===== config.mk =====
export PLATFORM = sky130hd
export DESIGN_NAME = mem_arbiter_flat
export DESIGN_NICKNAME = d
export VERILOG_FILES = /design/src/rtl/mem_arbiter_if.sv /design/src/rtl/mem_arbiter.sv /design/src/flat_wrapper.sv
export SDC_FILE = /design/constraint.sdc
export NUM_CORES = 1
export LEC_CHECK = 0
export CORE_UTILIZATION = 37
export CTS_BUF_LIST = sky130_fd_sc_hd__clkbuf_4 sky130_fd_sc_hd__clkbuf_8
export DETAILED_ROUTE_END_ITERATION = 16
export PLACE_DENSITY = 0.71
export SKIP_LAST_GASP = 1
export SYNTH_ARGS = -nofsm -noshare
export SYNTH_HDL_FRONTEND = slang
export SYNTH_SLANG_ARGS = --single-unit

===== constraint.sdc =====
create_clock -name clk -period 9.2 [get_ports clk]
set_input_delay 0.92 -clock clk [delete_from_list [all_inputs] [get_ports clk]]
set_output_delay 0.92 -clock clk [all_outputs]
set_load 0.02 [all_outputs]

===== src/rtl/mem_arbiter_if.sv =====
// Shared IF/MEM-stage memory bus bundle: requester ports, completion/stall returns and the memory issue/response channel.
// slave = arbiter view, master = pipeline + memory view.
interface mem_arbiter_if;
    logic        if_req;
    logic [31:0] if_addr;
    logic        if_flush;
    logic [31:0] if_rdata;
    logic        if_done;
    logic        if_stall;

    logic        dm_req;
    logic        dm_we;
    logic [3:0]  dm_be;
    logic [31:0] dm_addr;
    logic [31:0] dm_wdata;
    logic [31:0] dm_rdata;
    logic        dm_done;
    logic        dm_stall;

    logic        mem_valid;
    logic        mem_ready;
    logic        mem_we;
    logic [3:0]  mem_be;
    logic [31:0] mem_addr;
    logic [31:0] mem_wdata;
    logic        mem_rvalid;
    logic [31:0] mem_rdata;

    modport slave (
        input  if_req, if_addr, if_flush,
        output if_rdata, if_done, if_stall,
        input  dm_req, dm_we, dm_be, dm_addr, dm_wdata,
        output dm_rdata, dm_done, dm_stall,
        output mem_valid, mem_we, mem_be, mem_addr, mem_wdata,
        input  mem_ready, mem_rvalid, mem_rdata
    );

    modport master (
        output if_req, if_addr, if_flush,
        input  if_rdata, if_done, if_stall,
        output dm_req, dm_we, dm_be, dm_addr, dm_wdata,
        input  dm_rdata, dm_done, dm_stall,
        input  mem_valid, mem_we, mem_be, mem_addr, mem_wdata,
        output mem_ready, mem_rvalid, mem_rdata
    );
endinterface


===== src/rtl/mem_arbiter.sv =====
// Single-port memory arbiter serialising IF fetches and MEM loads/stores onto one bus.
// Latency: grant in IDLE, issue next cycle, done combinational with mem_rvalid (min 3 cycles).
// Backpressure: payload held on mem_valid until mem_ready; requesters stall until done.
module mem_arbiter #(
    parameter int unsigned STARVE_MAX = 4
) (
    input  logic          clk,
    input  logic          rst,
    mem_arbiter_if.slave  bus
);

    typedef enum logic [1:0] {
        IDLE  = 2'd0,
        ISSUE = 2'd1,
        WAIT  = 2'd2
    } state_t;

    localparam logic [3:0] STARVE_LIM = 4'(STARVE_MAX);
    localparam logic       OWN_IF     = 1'b0;
    localparam logic       OWN_DM     = 1'b1;

    state_t      state_q;
    logic        owner_q;
    logic        discard_q;
    logic [3:0]  starve_q;
    logic [3:0]  starve_d;
    logic        mem_valid_q;
    logic        mem_we_q;
    logic [3:0]  mem_be_q;
    logic [31:0] mem_addr_q;
    logic [31:0] mem_wdata_q;
    logic [31:0] if_rdata_q;
    logic [31:0] dm_rdata_q;

    logic rsp;
    logic flush_hit;
    logic grant_dm;
    logic grant_if;
    logic if_done;
    logic dm_done;

    assign rsp       = (state_q == WAIT) && bus.mem_rvalid;
    assign flush_hit = bus.if_flush && (owner_q == OWN_IF) && (state_q != IDLE);
    // A flush landing on the response cycle still suppresses the completion.
    assign if_done   = rsp && (owner_q == OWN_IF) && !discard_q && !bus.if_flush;
    assign dm_done   = rsp && (owner_q == OWN_DM);
    assign grant_dm  = (state_q == IDLE) && bus.dm_req &&
                       !(bus.if_req && (starve_q == STARVE_LIM));
    assign grant_if  = (state_q == IDLE) && bus.if_req && !grant_dm;

    always_comb begin
        starve_d = starve_q;
        if (grant_dm) begin
            if (!bus.if_req)
                starve_d = 4'd0;
            else if (starve_q >= STARVE_LIM)
                starve_d = STARVE_LIM;
            else
                starve_d = starve_q + 4'd1;
        end else if (grant_if) begin
            starve_d = 4'd0;
        end
    end

    always_ff @(posedge clk or posedge rst) begin
        if (rst) begin
            state_q     <= IDLE;
            owner_q     <= OWN_IF;
            discard_q   <= 1'b0;
            starve_q    <= 4'd0;
            mem_valid_q <= 1'b0;
            mem_we_q    <= 1'b0;
            mem_be_q    <= 4'd0;
            mem_addr_q  <= 32'd0;
            mem_wdata_q <= 32'd0;
            if_rdata_q  <= 32'd0;
            dm_rdata_q  <= 32'd0;
        end else begin
            starve_q <= starve_d;
            case (state_q)
                IDLE: begin
                    if (grant_dm) begin
                        owner_q     <= OWN_DM;
                        discard_q   <= 1'b0;
                        mem_valid_q <= 1'b1;
                        mem_we_q    <= bus.dm_we;
                        mem_be_q    <= bus.dm_be;
                        mem_addr_q  <= bus.dm_addr;
                        mem_wdata_q <= bus.dm_wdata;
                        state_q     <= ISSUE;
                    end else if (grant_if) begin
                        owner_q     <= OWN_IF;
                        discard_q   <= bus.if_flush;
                        mem_valid_q <= 1'b1;
                        mem_we_q    <= 1'b0;
                        mem_be_q    <= 4'hF;
                        mem_addr_q  <= bus.if_addr;
                        mem_wdata_q <= 32'd0;
                        state_q     <= ISSUE;
                    end
                end
                ISSUE: begin
                    if (flush_hit)
                        discard_q <= 1'b1;
                    if (bus.mem_ready) begin
                        mem_valid_q <= 1'b0;
                        state_q     <= WAIT;
                    end
                end
                WAIT: begin
                    if (bus.mem_rvalid) begin
                        discard_q <= 1'b0;
                        state_q   <= IDLE;
                        if (if_done)
                            if_rdata_q <= bus.mem_rdata;
                        if (dm_done)
                            dm_rdata_q <= bus.mem_rdata;
                    end else if (flush_hit) begin
                        discard_q <= 1'b1;
                    end
                end
                default: state_q <= IDLE;
            endcase
        end
    end

    assign bus.mem_valid = mem_valid_q;
    assign bus.mem_we    = mem_we_q;
    assign bus.mem_be    = mem_be_q;
    assign bus.mem_addr  = mem_addr_q;
    assign bus.mem_wdata = mem_wdata_q;

    assign bus.if_done  = if_done;
    assign bus.if_rdata = if_done ? bus.mem_rdata : if_rdata_q;
    assign bus.if_stall = bus.if_req & ~if_done;
    assign bus.dm_done  = dm_done;
    assign bus.dm_rdata = dm_done ? bus.mem_rdata : dm_rdata_q;
    assign bus.dm_stall = bus.dm_req & ~dm_done;

endmodule


===== src/flat_wrapper.sv =====
// flat-port wrapper written by rule: the top's interface ports become plain ports
module mem_arbiter_flat 
#(
    parameter int unsigned STARVE_MAX = 4
)
  (clk, rst, bus_if_req, bus_if_addr, bus_if_flush, bus_if_rdata, bus_if_done, bus_if_stall, bus_dm_req, bus_dm_we, bus_dm_be, bus_dm_addr, bus_dm_wdata, bus_dm_rdata, bus_dm_done, bus_dm_stall, bus_mem_valid, bus_mem_we, bus_mem_be, bus_mem_addr, bus_mem_wdata, bus_mem_ready, bus_mem_rvalid, bus_mem_rdata);
  mem_arbiter_if bus_i ();
  input  logic clk;
  input  logic rst;
  input wire logic [$bits(bus_i.if_req)-1:0] bus_if_req;
  input wire logic [$bits(bus_i.if_addr)-1:0] bus_if_addr;
  input wire logic [$bits(bus_i.if_flush)-1:0] bus_if_flush;
  output wire logic [$bits(bus_i.if_rdata)-1:0] bus_if_rdata;
  output wire logic [$bits(bus_i.if_done)-1:0] bus_if_done;
  output wire logic [$bits(bus_i.if_stall)-1:0] bus_if_stall;
  input wire logic [$bits(bus_i.dm_req)-1:0] bus_dm_req;
  input wire logic [$bits(bus_i.dm_we)-1:0] bus_dm_we;
  input wire logic [$bits(bus_i.dm_be)-1:0] bus_dm_be;
  input wire logic [$bits(bus_i.dm_addr)-1:0] bus_dm_addr;
  input wire logic [$bits(bus_i.dm_wdata)-1:0] bus_dm_wdata;
  output wire logic [$bits(bus_i.dm_rdata)-1:0] bus_dm_rdata;
  output wire logic [$bits(bus_i.dm_done)-1:0] bus_dm_done;
  output wire logic [$bits(bus_i.dm_stall)-1:0] bus_dm_stall;
  output wire logic [$bits(bus_i.mem_valid)-1:0] bus_mem_valid;
  output wire logic [$bits(bus_i.mem_we)-1:0] bus_mem_we;
  output wire logic [$bits(bus_i.mem_be)-1:0] bus_mem_be;
  output wire logic [$bits(bus_i.mem_addr)-1:0] bus_mem_addr;
  output wire logic [$bits(bus_i.mem_wdata)-1:0] bus_mem_wdata;
  input wire logic [$bits(bus_i.mem_ready)-1:0] bus_mem_ready;
  input wire logic [$bits(bus_i.mem_rvalid)-1:0] bus_mem_rvalid;
  input wire logic [$bits(bus_i.mem_rdata)-1:0] bus_mem_rdata;
  assign bus_i.if_req = bus_if_req;
  assign bus_i.if_addr = bus_if_addr;
  assign bus_i.if_flush = bus_if_flush;
  assign bus_if_rdata = bus_i.if_rdata;
  assign bus_if_done = bus_i.if_done;
  assign bus_if_stall = bus_i.if_stall;
  assign bus_i.dm_req = bus_dm_req;
  assign bus_i.dm_we = bus_dm_we;
  assign bus_i.dm_be = bus_dm_be;
  assign bus_i.dm_addr = bus_dm_addr;
  assign bus_i.dm_wdata = bus_dm_wdata;
  assign bus_dm_rdata = bus_i.dm_rdata;
  assign bus_dm_done = bus_i.dm_done;
  assign bus_dm_stall = bus_i.dm_stall;
  assign bus_mem_valid = bus_i.mem_valid;
  assign bus_mem_we = bus_i.mem_we;
  assign bus_mem_be = bus_i.mem_be;
  assign bus_mem_addr = bus_i.mem_addr;
  assign bus_mem_wdata = bus_i.mem_wdata;
  assign bus_i.mem_ready = bus_mem_ready;
  assign bus_i.mem_rvalid = bus_mem_rvalid;
  assign bus_i.mem_rdata = bus_mem_rdata;
  mem_arbiter #(.STARVE_MAX(STARVE_MAX)) u_core (.clk(clk), .rst(rst), .bus(bus_i));
endmodule

# After elaboration in Yosys (flattened, before gate mapping)
# Index checks and enable logic that the tools add are counted.
[classes]
addsub = 1
n_mul = 0
n_div = 0
order_cmp = 1
n_eq_ne = 6
shifts = 0
n_mux = 29
bitwise = 5
n_reduce_logical = 26
[ops]
columns = ["cell", "n"]
rows = [
  ["$mux 32", 6],
  ["$mux 4", 6],
  ["$logic_and 1x1->1", 12],
  ["$mux 1", 10],
  ["$mux 2", 4],
  ["$pmux 2 s3", 1],
  ["$reduce_and 2->1", 3],
  ["$reduce_and 3->1", 2],
  ["$reduce_bool 2->1", 3],
  ["$add 4x1->4 const B", 1],
  ["$eq 4x3->1 const B", 1],
  ["$ge 4x3->1 const B", 1],
  ["$logic_not 1->1", 4],
  ["$ne 2x2->1 const B", 2],
  ["$ne 3x1->1 const B", 1],
  ["$not 1->1", 3],
  ["$pmux 1 s3", 1],
  ["$reduce_bool 3->1", 1],
  ["$and 1x1->1", 2],
  ["$eq 2x1->1 const B", 1],
  ["$eq 2x2->1 const B", 1],
  ["$logic_not 2->1", 1],
  ["$pmux 1 s2", 1],
]
[totals]
register_bits = 142
latch_bits = 0
ram_bits = 0
romBits = 0
input_bits = 140
elab_cells = 79
n_memories = 0

# Depth between registers and ports, before layout
# Gate-level depths: netlist of run 1.
[depth]
ltp_word = 9
ltp_mapped = 9
depth_no_buf = 6

# Worst setup path before layout of run 1
# Ideal clock, no wire load.
[synth_path]
path_kind = "input to output"
from = "input port bus_if_flush"
to = "output port bus_if_rdata[0]"
arrival_ps = 1918
required_ps = 8280
slack_ps = 6362
stages = 4
path_buffers = 2
cell_sequence = "nor4_4 buf_4 buf_6 mux2_1"
[synth_via]
elab_chain_len = 3
[synth_rtl]
columns = ["element", "line_no", "text"]
rows = [
  ["start, declared", "flat_wrapper.sv:12", "input wire logic [$bits(bus_i.if_flush)-1:0] bus_if_flush;"],
  ["$logic_not 1->1", "mem_arbiter.sv:45", "assign if_done = rsp && (owner_q == OWN_IF) && !discard_q && !bus.if_flush;"],
  ["$logic_and 1x1->1", "mem_arbiter.sv:45", ""],
  ["$mux 32", "--", ""],
  ["end, declared", "flat_wrapper.sv:13", "output wire logic [$bits(bus_i.if_rdata)-1:0] bus_if_rdata;"],
]
# Every way passes these cells.

# Final worst setup path of run 1
[layout_path]
from = "input port bus_mem_rvalid"
to = "output port bus_if_rdata[28]"
[layout_via]
elab_chain_len = 5
[layout_rtl]
columns = ["element", "line_no", "text"]
rows = [
  ["start, declared", "flat_wrapper.sv:30", "input wire logic [$bits(bus_i.mem_rvalid)-1:0] bus_mem_rvalid;"],
  ["$logic_and 1x1->1", "mem_arbiter.sv:42", "assign rsp = (state_q == WAIT) && bus.mem_rvalid;"],
  ["$logic_and 1x1->1 (3 in a row)", "mem_arbiter.sv:45", ""],
  ["$mux 32", "--", ""],
]
# Every way passes these cells.

==> flow_summary_export.csv, run 1 <==
group,metric,value,unit
power_and_ir_drop,seqPwrFrac,32.6,%
synth,synth_nets,715,
finish,mostFrequentLayoutCells,"277 x clkdlybuf4s50_1, 142 x dfrtp_1, 108 x nand2_1, 89 x mux2_2, 73 x o21ai_0",
critical_path,critPathMaxStageDelay,760,ps
synth,synth_xor_area_share,0,%
route,first_pass_iters,4,
place,dp.cells,1035,
global_routing,grt_pass1_wl,26200,um
clock_tree,clk_pin_slew,70,ps
synth,yosysWarnings,0,
sta,clock.fmax,206,MHz
floorplan,die_area,0.0185,mm^2
finish,syn2layout_area_growth,49.9,%
clock_tree,clockBufferDepth,2,
synth,synth_compound_area_share,6.82,%
critical_path,critical_path.most_common_cell,"clkdlybuf4s50_1",
sta,relSlewSlack,32.8,%
floorplan,rows,48,
synth,synth_top_area_share,53.5,%
synth,synth_fa_ha_area_share,1.32,%
route,post_drt_via_cell_ratio,4.82,
critical_path,startpoint_type,"input pin",
route,wirelength,16900,um
synth,async_reset_ff_share,100,%
route,topRoutingLayerUsed,"met4",
sta,whs,488,ps
route,wl_met1,7200,um
critical_path,cp_num_buf_inv,3,
sta,final-max-slew-violation-count,0,
critical_path,end_kind,"primary output",
critical_path,crit_required,8280,ps
place,place_congestion,0.769,
worst_hold_path,min_path_type,"reg2reg",
finish,stdcell_area,0.00995,mm^2
clock_tree,cts_buffers,17,
finish,final_net_count,976,
route,detail-route-antenna-nets,0,
power_and_ir_drop,p_sw,1.26,mW
global_routing,antenna_found_initial,0,
place,hpwlAfterDp,12200,um
route,dr_wl_met3,1500,um
power_and_ir_drop,share_comb_of_total_power,51.3,%
critical_path,crit_chain,"clkdlybuf4s50_1 > nand2_1 > nor4_4 > buf_4 > mux2_2 > clkdlybuf4s50_1",
power_and_ir_drop,p_sw_share,37.9,%
place,placed_cell_area,0.00952,mm^2
power_and_ir_drop,power_frac_clock,16.1,%
synth,ys_ff_latch,142,
floorplan,core,0.0174,mm^2
clock_tree,hold_buffers,0,
synth,syn_area,0.00664,mm^2
power_and_ir_drop,internal_power,2.06,mW
power_and_ir_drop,p_leak,4.37,nW
clock_tree,htreeDepth,4,
sta,worst_slew_pin_slew,1000,ps
critical_path,slowest_stage,"nor4_4",
synth,synth_top_family_by_area,"multiplexers",
synth,yosysSeqAreaShare,53.5,%
route,drtIter0Drc,221,
power_and_ir_drop,vdd_drop_max,0.170,mV
global_routing,overflow,0,
global_routing,grt_pass1_vias,5138,
global_routing,grt_max_degree,121,
route,drc,0,
sta,rsz0062_at_grt,"no",
route,route.vias.total,5144,
sta,period_minus_slack,4860,ps
critical_path,cp_top_family,"buffers and inverters",
critical_path,critical_path_arrival,3940,ps
clock_tree,ctsResizeCount,0,
synth,synth_area_leaders,"dfrtp_1 54%, mux2_2 15%, mux2_1 6.8%",
status,status,"complete, no violations",
clock_tree,clkLatencyLatePin,450,ps
finish,finish.utilization,57.1,%
sta,fin_worst_skew,17.3,ps
finish,drive_above_1_share,15.4,%
finish,final_common_cell,"clkdlybuf4s50_1",
floorplan,initial_utilization,38.1,%
place,numPortBuffers,277,
critical_path,critPathMaxFanout,50,
synth,synthCells,568,
route,wl_met2,7770,um
synth,synth_edf_count,0,
finish,diodes,0,
job,max_cap_viol_count,0,
sta,finalCritPeriodShare,52.8,%
synth,synth.area.mux_share,26.7,%
sta,fin_ws,4340,ps
synth,yosys.area_share.simple,7.88,%
sta,final_hold_viol_count,0,
clock_tree,cts_tree,"yes",
floorplan,die_h,136,um
synth,synth-main-ff-cell,"dfrtp_1",
synth,syn_avg_cell_area,11.7,um^2
power_and_ir_drop,p_total,3.32,mW
route,wl_per_cell,15.9,um
power_and_ir_drop,powerDensity,333,mW/mm^2
sta,setup_viol,0,
clock_tree,post_cts_buffers,0,
floorplan,io-pin-count,278,
place,pre_cts_ws,4330,ps
synth,synth.distinct_cells,27,
critical_path,crit_type,"in2out",
finish,final_cells,1067,
clock_tree,clock_sinks,142,
synth,synth_top_area_cell,"dfrtp_1",
floorplan,fp.dieW,136,um
clock_tree,root_buffer,"clkbuf_8",
sta,fin_tns_setup,0,ps
global_routing,grtUsageTotal,18.6,%
==> state kept, by name, summed over array words and instances (netlist names) <==
signal and cells:
u_core.bus.mem_be 4, u_core.bus.mem_addr 32, u_core.starve_q 4, u_core.dm_rdata_q 32
u_core.bus.mem_valid 1, u_core.bus.mem_we 1, u_core.bus.mem_wdata 32, u_core.if_rdata_q 32
u_core.state_q 2, u_core.discard_q 1, u_core.owner_q 1
==> per-layer routing <==
metal  GRT usage, %  up-vias
li1               -     2482
met1           22.5     2422
met2           29.6      212
met3           6.86       28
met4           7.90        0
met5              0        -
==> worst paths after layout <==
kind | start | endpoint | slack [ps] | depth (start not counted)
worst max-delay path | bus_mem_rvalid | bus_if_rdata[28] | 4340 | 6
worst min-delay path | u_core.if_rdata_q[12]$_DFFE_PP0N_ | u_core.if_rdata_q[12]$_DFFE_PP0N_ | 490 | 1
worst max register to register | u_core.state_q[0]$_DFFE_PP0P_ | u_core.if_rdata_q[25]$_DFFE_PP0N_ | 6380 | 6
worst min register to register | u_core.if_rdata_q[12]$_DFFE_PP0N_ | u_core.if_rdata_q[12]$_DFFE_PP0N_ | 490 | 1
max in group asynchronous | rst | u_core.if_rdata_q[10]$_DFFE_PP0N_ | 6930 | 3
min in group asynchronous | rst | u_core.if_rdata_q[0]$_DFFE_PP0N_ | 990 | 2
==> synthesized netlist by cell type, types with 3 or more instances <==
| cell type | instances |
|---|---|
| mux2i_1 | 32 |
| a21oi_1 | 9 |
| and2_1 | 3 |
| buf_2 | 24 |
| inv_1 | 7 |
| mux2_1 | 40 |
| nand2_1 | 109 |
| clkbuf_1 | 7 |
| ha_1 | 7 |
| buf_6 | 5 |
| o21ai_0 | 73 |
| mux2_2 | 89 |
| nor3b_1 | 3 |
| dfrtp_1 | 142 |
==> power groups by stage <==
stage / Clock [mW] / Sequential, mW / Combinational (mW)
after global placement: 0 / 1.07 / 1.69
final: 0.534 / 1.08 / 1.70
after CTS: 0.549 / 1.08 / 1.72
after floorplan: 0 / 1.25 / 0.764
after global routing: 0.573 / 1.12 / 1.83
after detailed placement: 0 / 1.09 / 1.72
==> cell families after synthesis <==
group | count (synthesis)
fa+ha+maj | 7
mux | 161
buf+inv | 46
flops | 142
compound gates | 87
simple gates | 125
==> area by class of cell <==
cell class,count,area (um^2)
Fill cell,1420,7460
Sequential cell,142,3550
Multi-Input combinational cell,380,2850
Timing Repair Buffer,281,2800
Tap cell,225,282
Clock buffer,18,248
Clock inverter,14,181
Inverter,7,31.3
==> worst register-to-register path: cells and delay by family (launching register included) <==
kind                     cells  cell delay, ps
adder cells (fa/ha/maj)      1             210
buffers and inverters        2             790
flip-flops                   1             420
multiplexers                 1             440
AND/OR/NAND/NOR              2             860
Note: power is estimated with default switching activity, not from simulation.
==> run 2: changes to the inputs <==
--- a/config.mk
+++ b/config.mk
@@ -8,7 +8,7 @@
 export CORE_UTILIZATION = 37
 export CTS_BUF_LIST = sky130_fd_sc_hd__clkbuf_4 sky130_fd_sc_hd__clkbuf_8
 export DETAILED_ROUTE_END_ITERATION = 16
-export PLACE_DENSITY = 0.71
+export PLACE_DENSITY = 0.74
 export SKIP_LAST_GASP = 1
 export SYNTH_ARGS = -nofsm -noshare
 export SYNTH_HDL_FRONTEND = slang
==> constraint.sdc (replaced) <==
create_clock -name clk -period 4.15 [get_ports clk]
set_input_delay 0.415 -clock clk [delete_from_list [all_inputs] [get_ports clk]]
set_output_delay 0.415 -clock clk [all_outputs]
set_load 0.02 [all_outputs]
==> run 2 against run 1 <==
  * Critical endpoint is now bus_dm_rdata[31]
  * Wire length is 1.1% lower
  * Sequential power grew 120%
  * Critical path depth stayed put
  * Worst hold slack worse by 6.0 ps
  * Combinational power grew 120%
  * First-iteration DRC count down 0.90%
  * Largest power group unchanged
  * Largest cell class unchanged
==> flow_summary_export.csv, run 2 (synthesized netlist as in run 1, its figures left out) <==
group,metric,value,unit
power_and_ir_drop,powerDensity,733,mW/mm^2
clock_tree,hold_buffers,0,
critical_path,critPathMaxFanout,66,
floorplan,rows,48,
global_routing,grt_util_met1,23.0,%
finish,finish.utilization,57.4,%
route,route.vias.total,5070,
floorplan,initial_utilization,38.1,%
place,pre_cts_ws,1110,ps
critical_path,end_kind,"primary output",
place,numPortBuffers,277,
global_routing,busiest_layer,"met2",
sta,worst_slew_pin_slew,846,ps
critical_path,startpoint_type,"flip-flop",
global_routing,grt_max_degree,143,
route,drc,0,
power_and_ir_drop,internal_power,4.57,mW
global_routing,antenna_found_initial,1,
clock_tree,cts_buffers,17,
critical_path,critical_path_arrival,2910,ps
finish,mostFrequentLayoutCells,"277 x clkdlybuf4s50_1, 142 x dfrtp_1, 108 x nand2_1, 89 x mux2_2, 73 x o21ai_0",
floorplan,die_h,136,um
finish,drive_above_1_share,15.5,%
finish,nFillCells,1475,
sta,clock.fmax,301,MHz
sta,finalCritPeriodShare,80.0,%
clock_tree,cts_tree,"yes",
power_and_ir_drop,p_leak,4.37,nW
clock_tree,ctsResizeCount,0,
clock_tree,root_buffer,"clkbuf_8",
global_routing,met3_usage,7.64,%
finish,final_net_count,977,
power_and_ir_drop,power_frac_clock,15.9,%
clock_tree,post_cts_buffers,0,
power_and_ir_drop,seqPwrFrac,32.5,%
global_routing,use_met2,29.9,%
floorplan,fp.dieW,136,um
clock_tree,clock_sinks,142,
finish,syn2layout_area_growth,50.6,%
route,first_pass_iters,4,
power_and_ir_drop,vdd_drop_max,0.381,mV
clock_tree,clk_pin_slew,80,ps
place,hpwlAfterDp,11600,um
sta,rsz0062_at_grt,"no",
sta,final_hold_viol_count,0,
clock_tree,clkLatencyLatePin,440,ps
sta,fin_ws,829,ps
clock_tree,htreeDepth,4,
global_routing,overflow,0,
sta,period_minus_slack,3320,ps
sta,fin_tns_setup,0,ps
route,drtIter0Drc,219,
clock_tree,clockBufferDepth,2,
finish,stdcell_area,0.0100,mm^2
route,detail-route-antenna-nets,0,
floorplan,io-pin-count,278,
status,status,"complete, no violations",
route,wirelength,16700,um
global_routing,grt_pass1_vias,5098,
power_and_ir_drop,p_sw,2.75,mW
finish,final_common_cell,"clkdlybuf4s50_1",
critical_path,crit_type,"reg2out",
sta,whs,482,ps
place,place_congestion,0.744,
job,max_cap_viol_count,0,
global_routing,grt_pass1_wl,26600,um
global_routing,grtUsageTotal,18.8,%
route,post_drt_via_cell_ratio,4.74,
floorplan,core,0.0174,mm^2
worst_hold_path,min_path_type,"reg2reg",
finish,final_cells,1069,
critical_path,crit_required,3730,ps
power_and_ir_drop,share_comb_of_total_power,51.6,%
place,dp.cells,1036,
sta,relSlewSlack,43.6,%
sta,setup_viol,0,
sta,fin_worst_skew,10.8,ps
power_and_ir_drop,p_sw_share,37.5,%
sta,final-max-slew-violation-count,0,
floorplan,die_area,0.0185,mm^2
route,wl_per_cell,15.7,um
place,placed_cell_area,0.00958,mm^2
power_and_ir_drop,p_total,7.32,mW
-- run 2: cell types whose count changed in the layout (fill, tap and decap cells not counted), moves of 2 or more --
| cell | delta |
|---|---|
| buf_4 | -3 |
| buf_12 | +4 |
| clkinv_4 | -2 |
| clkbuf_4 | +2 |
| clkinv_2 | +2 |
-- run 2: worst paths after layout --
| kind | slack, ps | end | cells after the start | start |
|---|---|---|---|---|
| hold / removal | 480 | u_core.if_rdata_q[5]$_DFFE_PP0N_ | 1 | u_core.if_rdata_q[5]$_DFFE_PP0N_ |
| setup / recovery | 830 | bus_dm_rdata[31] | 6 | u_core.state_q[0]$_DFFE_PP0P_ |
| hold reg to reg | 480 | u_core.if_rdata_q[5]$_DFFE_PP0N_ | 1 | u_core.if_rdata_q[5]$_DFFE_PP0N_ |
| max in group asynchronous | 2960 | u_core.if_rdata_q[8]$_DFFE_PP0N_ | 3 | rst |
| setup reg to reg | 1930 | u_core.bus.mem_wdata[22]$_DFFE_PP0P_ | 6 | u_core.state_q[1]$_DFFE_PP0P_ |
| min in group asynchronous | 490 | u_core.dm_rdata_q[0]$_DFFE_PP0N_ | 3 | rst |
-- run 2: cell type report --
type | count | area, um^2 | share of cell area [%]
clock inverters | 13 | 163 | 1.63
well taps | 225 | 282 | 2.82
clock buffers | 19 | 249 | 2.49
repair buffers | 282 | 2860 | 28.6
multi-input cells | 380 | 2860 | 28.6
inverters | 7 | 30.0 | 0.300
flip-flops and latches | 142 | 3550 | 35.5
diodes | 1 | 2.50 | 0.0250
-- run 2: worst max-delay path, cell delays in order (launching register included) --
cell and delay (ps):
dfrtp_1 390, inv_1 90, ha_1 260, nand3_4 90
buf_4 620, mux2_2 420, clkdlybuf4s50_1 540
-- run 2: per-layer routing --
| metal | part of all wire, % | vias to the layer above | routed length, um |
|---|---|---|---|
| met5 | 0 | - | 0 |
| met4 | 1.2 | 0 | 203 |
| met3 | 9.4 | 14 | 1570 |
| met2 | 47 | 196 | 7840 |
| met1 | 43 | 2374 | 7120 |
| li1 | - | 2486 | - |
-- run 2: power groups by stage --
stage                     combinational (mW)  clock, mW  sequential, mW
after detailed placement                3.82          0            2.40
after global routing                    4.08       1.27            2.46
final                                   3.78       1.16            2.38
after floorplan                         1.69          0            2.76
after CTS                               3.83       1.21            2.38
after global placement                  3.77          0            2.39
